## src/rtl/ahb2apb_bridge_mslv.sv

```systemverilog
// ============================================================================
// ahb2apb_bridge_mslv
// ----------------------------------------------------------------------------
// AHB-Lite slave to APB4 master bridge serving up to NUM_SLAVES peripherals.
// One AHB transfer maps to one APB transfer. The APB side advances only on
// clock edges where PCLKEN is high. Slave errors and accesses to unmapped
// slave indices are returned as a two-cycle AHB ERROR response.
//
// Ports
//   HCLK, HRESET              clock, synchronous active-high reset
//   HSEL..HREADY              AHB-Lite slave-side request inputs
//   HREADYOUT, HRESP, HRDATA  AHB-Lite response outputs
//   PCLKEN                    APB clock enable strobe
//   PSEL..PPROT               APB4 master request outputs (PSEL one-hot)
//   PRDATA, PREADY, PSLVERR   per-slave APB responses, packed by slave index
//   APBACTIVE                 high while a transfer is in flight
// ============================================================================
module ahb2apb_bridge_mslv #(
    parameter int ADDRWIDTH    = 16,
    parameter int DATAWIDTH    = 32,
    parameter int NUM_SLAVES   = 4,
    parameter int SLV_ADDR_LSB = 12
) (
    input  logic                             HCLK,
    input  logic                             HRESET,
    input  logic                             HSEL,
    input  logic [ADDRWIDTH-1:0]             HADDR,
    input  logic [1:0]                       HTRANS,
    input  logic                             HWRITE,
    input  logic [2:0]                       HSIZE,
    input  logic [3:0]                       HPROT,
    input  logic [DATAWIDTH-1:0]             HWDATA,
    input  logic                             HREADY,
    output logic                             HREADYOUT,
    output logic                             HRESP,
    output logic [DATAWIDTH-1:0]             HRDATA,
    input  logic                             PCLKEN,
    output logic [NUM_SLAVES-1:0]            PSEL,
    output logic                             PENABLE,
    output logic [ADDRWIDTH-1:0]             PADDR,
    output logic                             PWRITE,
    output logic [DATAWIDTH-1:0]             PWDATA,
    output logic [DATAWIDTH/8-1:0]           PSTRB,
    output logic [2:0]                       PPROT,
    input  logic [NUM_SLAVES*DATAWIDTH-1:0]  PRDATA,
    input  logic [NUM_SLAVES-1:0]            PREADY,
    input  logic [NUM_SLAVES-1:0]            PSLVERR,
    output logic                             APBACTIVE
);

    localparam int NBYTES    = DATAWIDTH / 8;
    localparam int LANE_SPAN = 2 ** $clog2(NBYTES);
    localparam int IDX_W     = (NUM_SLAVES > 1) ? $clog2(NUM_SLAVES) : 1;

    typedef enum logic [2:0] {
        ST_IDLE,
        ST_PEND,
        ST_SETUP,
        ST_ACCESS,
        ST_ERR1,
        ST_ERR2
    } state_t;

    state_t                 state;
    state_t                 state_nxt;

    logic [ADDRWIDTH-1:0]   addr_reg;
    logic                   write_reg;
    logic [2:0]             size_reg;
    logic [1:0]             prot_reg;
    logic [IDX_W-1:0]       idx_reg;
    logic                   pend_first;

    logic                   accept;
    logic                   idx_valid;
    logic                   sel_ready;
    logic                   sel_err;
    logic [DATAWIDTH-1:0]   sel_rdata;
    logic [NUM_SLAVES-1:0]  sel_onehot;
    logic [NBYTES-1:0]      strb_calc;

    // HPROT[3:2] and HTRANS[0] carry no meaning on the APB side.
    logic                   unused_inputs;
    assign unused_inputs = &{1'b0, HPROT[3:2], HTRANS[0]};

    // Byte lanes covered by a transfer: every lane inside the size-aligned
    // block containing the start lane. Oversized transfers light every lane.
    function automatic logic [NBYTES-1:0] calc_strb(input logic [ADDRWIDTH-1:0] a,
                                                     input logic [2:0]           sz);
        int                lane;
        int                s;
        logic [NBYTES-1:0] m;
        lane = int'(a) % LANE_SPAN;
        s    = int'(sz);
        m    = '0;
        if ((1 << s) > NBYTES) begin
            m = '1;
        end else begin
            for (int i = 0; i < NBYTES; i++) begin
                m[i] = ((i >> s) == (lane >> s));
            end
        end
        return m;
    endfunction

    assign accept    = (state == ST_IDLE) && HSEL && HTRANS[1] && HREADY;
    assign idx_valid = (NUM_SLAVES == 1) || (32'(idx_reg) < NUM_SLAVES);
    assign sel_ready = PREADY[idx_reg];
    assign sel_err   = PSLVERR[idx_reg];
    assign sel_rdata = PRDATA[int'(idx_reg)*DATAWIDTH +: DATAWIDTH];
    assign strb_calc = calc_strb(addr_reg, size_reg);

    assign HREADYOUT = (state == ST_IDLE) || (state == ST_ERR2);
    assign HRESP     = (state == ST_ERR1) || (state == ST_ERR2);
    assign APBACTIVE = (state != ST_IDLE);

    // One-hot decode of the registered slave index.
    always_comb begin
        sel_onehot = '0;
        for (int i = 0; i < NUM_SLAVES; i++) begin
            sel_onehot[i] = (32'(idx_reg) == i);
        end
    end

    // State register.
    always_ff @(posedge HCLK) begin
        if (HRESET) begin
            state <= ST_IDLE;
        end else begin
            state <= state_nxt;
        end
    end

    // Next-state logic. APB phases move only on PCLKEN edges; the error
    // states always run at full HCLK rate so the AHB response is two cycles.
    always_comb begin
        state_nxt = state;
        case (state)
            ST_IDLE:   if (accept) state_nxt = ST_PEND;
            ST_PEND:   if (PCLKEN) state_nxt = idx_valid ? ST_SETUP : ST_ERR1;
            ST_SETUP:  if (PCLKEN) state_nxt = ST_ACCESS;
            ST_ACCESS: if (PCLKEN && sel_ready) state_nxt = sel_err ? ST_ERR1 : ST_IDLE;
            ST_ERR1:   state_nxt = ST_ERR2;
            ST_ERR2:   state_nxt = ST_IDLE;
            default:   state_nxt = ST_IDLE;
        endcase
    end

    // Request capture and APB output registers. Write data arrives one cycle
    // after the address phase, hence the separate first-PEND-cycle capture.
    always_ff @(posedge HCLK) begin
        if (HRESET) begin
            addr_reg   <= '0;
            write_reg  <= 1'b0;
            size_reg   <= '0;
            prot_reg   <= '0;
            idx_reg    <= '0;
            pend_first <= 1'b0;
            HRDATA     <= '0;
            PSEL       <= '0;
            PENABLE    <= 1'b0;
            PADDR      <= '0;
            PWRITE     <= 1'b0;
            PWDATA     <= '0;
            PSTRB      <= '0;
            PPROT      <= '0;
        end else begin
            case (state)
                ST_IDLE: begin
                    if (accept) begin
                        addr_reg   <= HADDR;
                        write_reg  <= HWRITE;
                        size_reg   <= HSIZE;
                        prot_reg   <= HPROT[1:0];
                        idx_reg    <= (NUM_SLAVES == 1) ? '0 : HADDR[SLV_ADDR_LSB +: IDX_W];
                        pend_first <= 1'b1;
                    end
                end
                ST_PEND: begin
                    if (pend_first) begin
                        PWDATA     <= HWDATA;
                        pend_first <= 1'b0;
                    end
                    if (PCLKEN && idx_valid) begin
                        PSEL    <= sel_onehot;
                        PENABLE <= 1'b0;
                        PADDR   <= addr_reg;
                        PWRITE  <= write_reg;
                        PSTRB   <= write_reg ? strb_calc : '0;
                        PPROT   <= {~prot_reg[0], 1'b0, prot_reg[1]};
                    end
                end
                ST_SETUP: begin
                    if (PCLKEN) PENABLE <= 1'b1;
                end
                ST_ACCESS: begin
                    if (PCLKEN && sel_ready) begin
                        PSEL    <= '0;
                        PENABLE <= 1'b0;
                        if (!sel_err && !write_reg) HRDATA <= sel_rdata;
                    end
                end
                default: begin
                end
            endcase
        end
    end

endmodule
```

## config.mk

```make
export PLATFORM = sky130hd
export DESIGN_NAME = ahb2apb_bridge_mslv
export DESIGN_NICKNAME = d
export VERILOG_FILES = /design/src/rtl/ahb2apb_bridge_mslv.sv
export SDC_FILE = /design/constraint.sdc
export NUM_CORES = 1
export LEC_CHECK = 0
export ABC_AREA = 1
export BUFFER_PORTS_ARGS = -buffer_cell sky130_fd_sc_hd__buf_4
export CAP_MARGIN = 15
export CELL_PAD_IN_SITES_DETAIL_PLACEMENT = 1
export CELL_PAD_IN_SITES_GLOBAL_PLACEMENT = 2
export CORE_ASPECT_RATIO = 0.9
export CORE_MARGIN = 2
export CORE_UTILIZATION = 20
export DETAILED_ROUTE_END_ITERATION = 16
export PLACE_DENSITY = 0.75
export SLEW_MARGIN = 20
export SYNTH_ARGS = -nofsm -noshare
export SYNTH_HDL_FRONTEND = slang
export SYNTH_SLANG_ARGS = --single-unit
```

## constraint.sdc

```tcl
create_clock -name HCLK -period 1.49 [get_ports HCLK]
set_input_delay 0.0745 -clock HCLK [delete_from_list [all_inputs] [get_ports HCLK]]
set_output_delay 0.0745 -clock HCLK [all_outputs]
set_load 0.05 [all_outputs]
```

==> run_results.csv <==
group,metric,value,unit
outcome,outcome,"complete, but fails checks",
outcome,failing_checks,"setup timing",
synthesis,total_standard_cell_area_after_synthesis,5394,sq um
placement,buffer_ports.inserted,290,
floorplan,floorplan.initialDensity,20.17,%
layout,n_antenna_cell,0,
sta,setup_ws,-0.03781,ns
setup_path,worst_r2r_path_depth,10,
clocking,cts.htree.levels,4,
synthesis,synth_top_family_by_area,"simple AND/OR/NAND/NOR gates",
min_path,hold_depth,5,
layout,instances_no_fill,1592,
setup_path,worst-setup-path-type,"reg -> reg",
synthesis,synth-seq-area-share,43.79,%
grt,grt_pass1_wl,37710,um
setup_path,worst_ep_required_time,1.78,ns
floorplan,num_rows,57,
grt,first_global_vias,6898,
synthesis,ys.warnings.count,0,
placement,gpl.final_weighted_congestion,0.7764,
placement,dp_hpwl,17330,um
setup_path,setup.reg_to_reg.worst_slack,-0.04,ns
synthesis,post_synth_num_cell_types,24,
setup_path,timing.critical_path.mode_cell,"nor2_4",
setup_path,setup.worst_path.end_class,"flip-flop",
layout,largestRegisters,"HRDATA x32, PWDATA x32",
route,firstDrtPassIters,4,
floorplan,floorplan.die_area,28300,sq um
sta,hold_slack,0.004690,ns
clocking,cts_sinks,118,
setup_path,rr_startpoint,"state[0]$_SDFFE_PP0P_",
clocking,cts-buffers-inserted,17,
synthesis,synthXorXnorAreaFrac,0,%
synthesis,syn_nets,1010,
pwr,leakagePower,4.919,nW
setup_path,critical_path_end,"PADDR[2]$_SDFFE_PP0P_",
min_path,worstHoldPathType,"in -> reg",
sta,timing.final.max_slew_violations,0,
setup_path,delay_of_the_slowest_critical_path_stage,0.37,ns
route,top_layer_used,"met4",
clocking,clkLatencyLatePin,0.41,ns
clocking,cts.clk_slew.worst_paths,0.05,ns
synthesis,avgSynthCellArea,6.651,sq um
route,routedLengthMet1,10670,um
sta,fin_skew,0.01261,ns
sta,fin_crit,1.528,ns
route,met3RoutedLength,2284,um
synthesis,ys_ff_latch,118,
sta,timing.setup.tns,-0.2129,ns
clocking,clk_path_buf_depth,2,
placement,post_dp_cell_area,8297,sq um
route,wl,25440,um
route,drc_viols,0,
sta,timing.final.crit_share,102.5,%
synthesis,synth_mux_area_share,0,%
setup_path,crit_path_launch,"state[0]$_SDFFE_PP0P_",
setup_path,crit_chain,"inv_4, nor2_4, nand2_2, buf_6, nor2_4, clkinvlp_4, buf_12, clkbuf_16, nor2_2, nor2_1",
synthesis,post_synth_fa_ha_maj_area_fraction,0,%
grt,grt_max_degree,58,
setup_path,worstPathMaxFanout,9,
floorplan,die_w,177.1,um
route,dr_total_vias,6785,
grt,grt_antenna_before_repair,0,
setup_path,setup.worst_path.start_class,"flip-flop",
sta,hold_violations,0,
route,detail_route.vias_per_cell,4.262,
pwr,pwr_density_cell,1175,nW/um^2
route,final_antenna_net_count,0,
layout,final_net_count,1424,
sta,finalSetupViolCount,18,
layout,finish.instance_area,10450,sq um
route,wl_met2,12330,um
floorplan,die_y,159.8,um
clocking,clockRootBuffer,"clkbuf_16",
grt,global_route_usage_over_all_layers,17.07,%
setup_path,crit_arrival,1.82,ns
pwr,power.ir.vdd_worst,0.5914,mV
setup_path,regToRegEndpoint,"PADDR[2]$_SDFFE_PP0P_",
grt,grt_remaining_overflow,0,
clocking,tritoncts,"done",
synthesis,synth_cells,811,
route,wl_per_cell,15.98,um
placement,post-place-cells,1457,
synthesis,synth_compound_gate_area_share,17.05,%
floorplan,pin_count,295,
sta,unrepaired_setup_endpoints_after_global_routing,"yes",
flow_run,max_cap_viol_count,0,
setup_path,critical_path.slowest_cell,"dfxtp_4",
floorplan,core,26740,sq um
sta,fmax_achieved,654.5,MHz
synthesis,synth_simple_gate_area_share,30.87,%
layout,post_route_cells_drive_above_1_share,39.74,%
route,initialDrtViolationCount,185,
layout,areaGrowthSynthToFinish,93.81,%
==> report_power, final <==
| group | leakage [nW] | internal (mW) | switching [mW] | total (mW) |
|---|---|---|---|---|
| Clock | 0.291 | 2.74 | 1.55 | 4.28 |
| Combinational | 3.67 | 1.83 | 2.51 | 4.34 |
| Sequential | 0.958 | 3.46 | 0.207 | 3.67 |
| Total | 4.92 | 8.03 | 4.26 | 12.3 |
==> worst min-delay path by stage <==
stage / slack, ns / to / start
after CTS: 0.001 / HRDATA[20]$_SDFFE_PP0P_ / PRDATA[116]
after floorplan: 0.14 / PSTRB[0]$_SDFFE_PP0P_ / HRESET
after global routing: 0.02 / HRDATA[31]$_SDFFE_PP0P_ / PRDATA[127]
final: 0.005 / HRDATA[20]$_SDFFE_PP0P_ / PRDATA[116]
after global placement: 0.30 / prot_reg[1]$_SDFFE_PP0P_ / HPROT[1]
after detailed placement: 0.30 / addr_reg[6]$_SDFFE_PP0P_ / HADDR[6]
==> routing by layer <==
layer | vias to the layer above | track usage [%]
met5 | - | 0
met4 | 0 | 2.968
met3 | 9 | 5.524
met2 | 223 | 29.85
met1 | 3141 | 20.53
li1 | 3412 | -
==> cell usage in the layout, fill, tap and decap left out, drive strengths merged <==
master	instances
nand3	14
bufinv	3
dlygate4sd3	77
a211oi	32
dfxtp	118
nor3	3
nor2	238
inv	50
buf	362
clkinv	5
o21ai	79
nand2	170
clkinvlp	4
bufbuf	1
conb	1
clkbuf	25
a21oi	56
==> synthesized netlist by cell type <==
library cell  number  area, sq um
nand2_2            2        12.51
a211oi_1          32        240.2
o21ai_0           79        395.4
nor2_1           235        882.1
conb_1             1        3.750
nor2_2             1        6.260
nand3_2            1        10.01
clkbuf_1          27        101.4
nor3_1             3        15.01
nor2_4             1        11.26
nor2_8             1        20.02
inv_1             46        172.7
clkinv_1           2        7.510
a21oi_1           55        275.3
a21oi_2            1        8.760
inv_2              4        15.01
nand3_4            1        17.52
buf_1              1        3.750
buf_2             12        60.06
buf_4              2        15.01
buf_6              6        67.56
nand3_1           12        60.06
nand2_1          168        630.6
dfxtp_1          118         2362
==> critical path, delay by kind of cell, from the launching register on <==
| kind | cells | cell delay, ns |
|---|---|---|
| and+or+nand+nor | 5 | 0.43 |
| buffers and inverters | 5 | 0.61 |
| DFF | 1 | 0.37 |
==> cells by family after synthesis <==
logic type / count (synthesis)
AOI/OAI and AO/OA: 167
DFF: 118
and+or+nand+nor: 425
buffers and inverters: 100
other: 1
==> per-stage QoR <==
stage / power, mW / setup slack [ns] / util (%)
2_1_floorplan: 5.710 / 0.01265 / -
3_5_place_dp: 7.289 / -0.09028 / 31.02
6_report: 12.29 / -0.03781 / 39.09
4_1_cts: 11.97 / -0.05491 / 37.50
3_3_place_gp: 7.250 / -0.05861 / 31.02
5_1_grt: 12.98 / -0.1334 / 39.09
==> timing repair <==
item                                    in CTS  in global routing
endpoints found under the hold margin       77                  0
buffers inserted                            11                  7
hold buffers                                77                  0
resized for setup                           24                122
pin swaps                                    4                 12
cloned                                       6                  4
endpoints found under the setup margin      66                 98
==> final cells by class <==
type	instances	area [sq um]
fill	3266	16290
timing repair buffer	443	3925
multi-input combinational	593	2895
sequential	118	2372
clock buffer	22	464.2
tap	354	442.9
inverter	52	209.0
clock inverter	10	145.1
(Power assumes the default switching activity.)
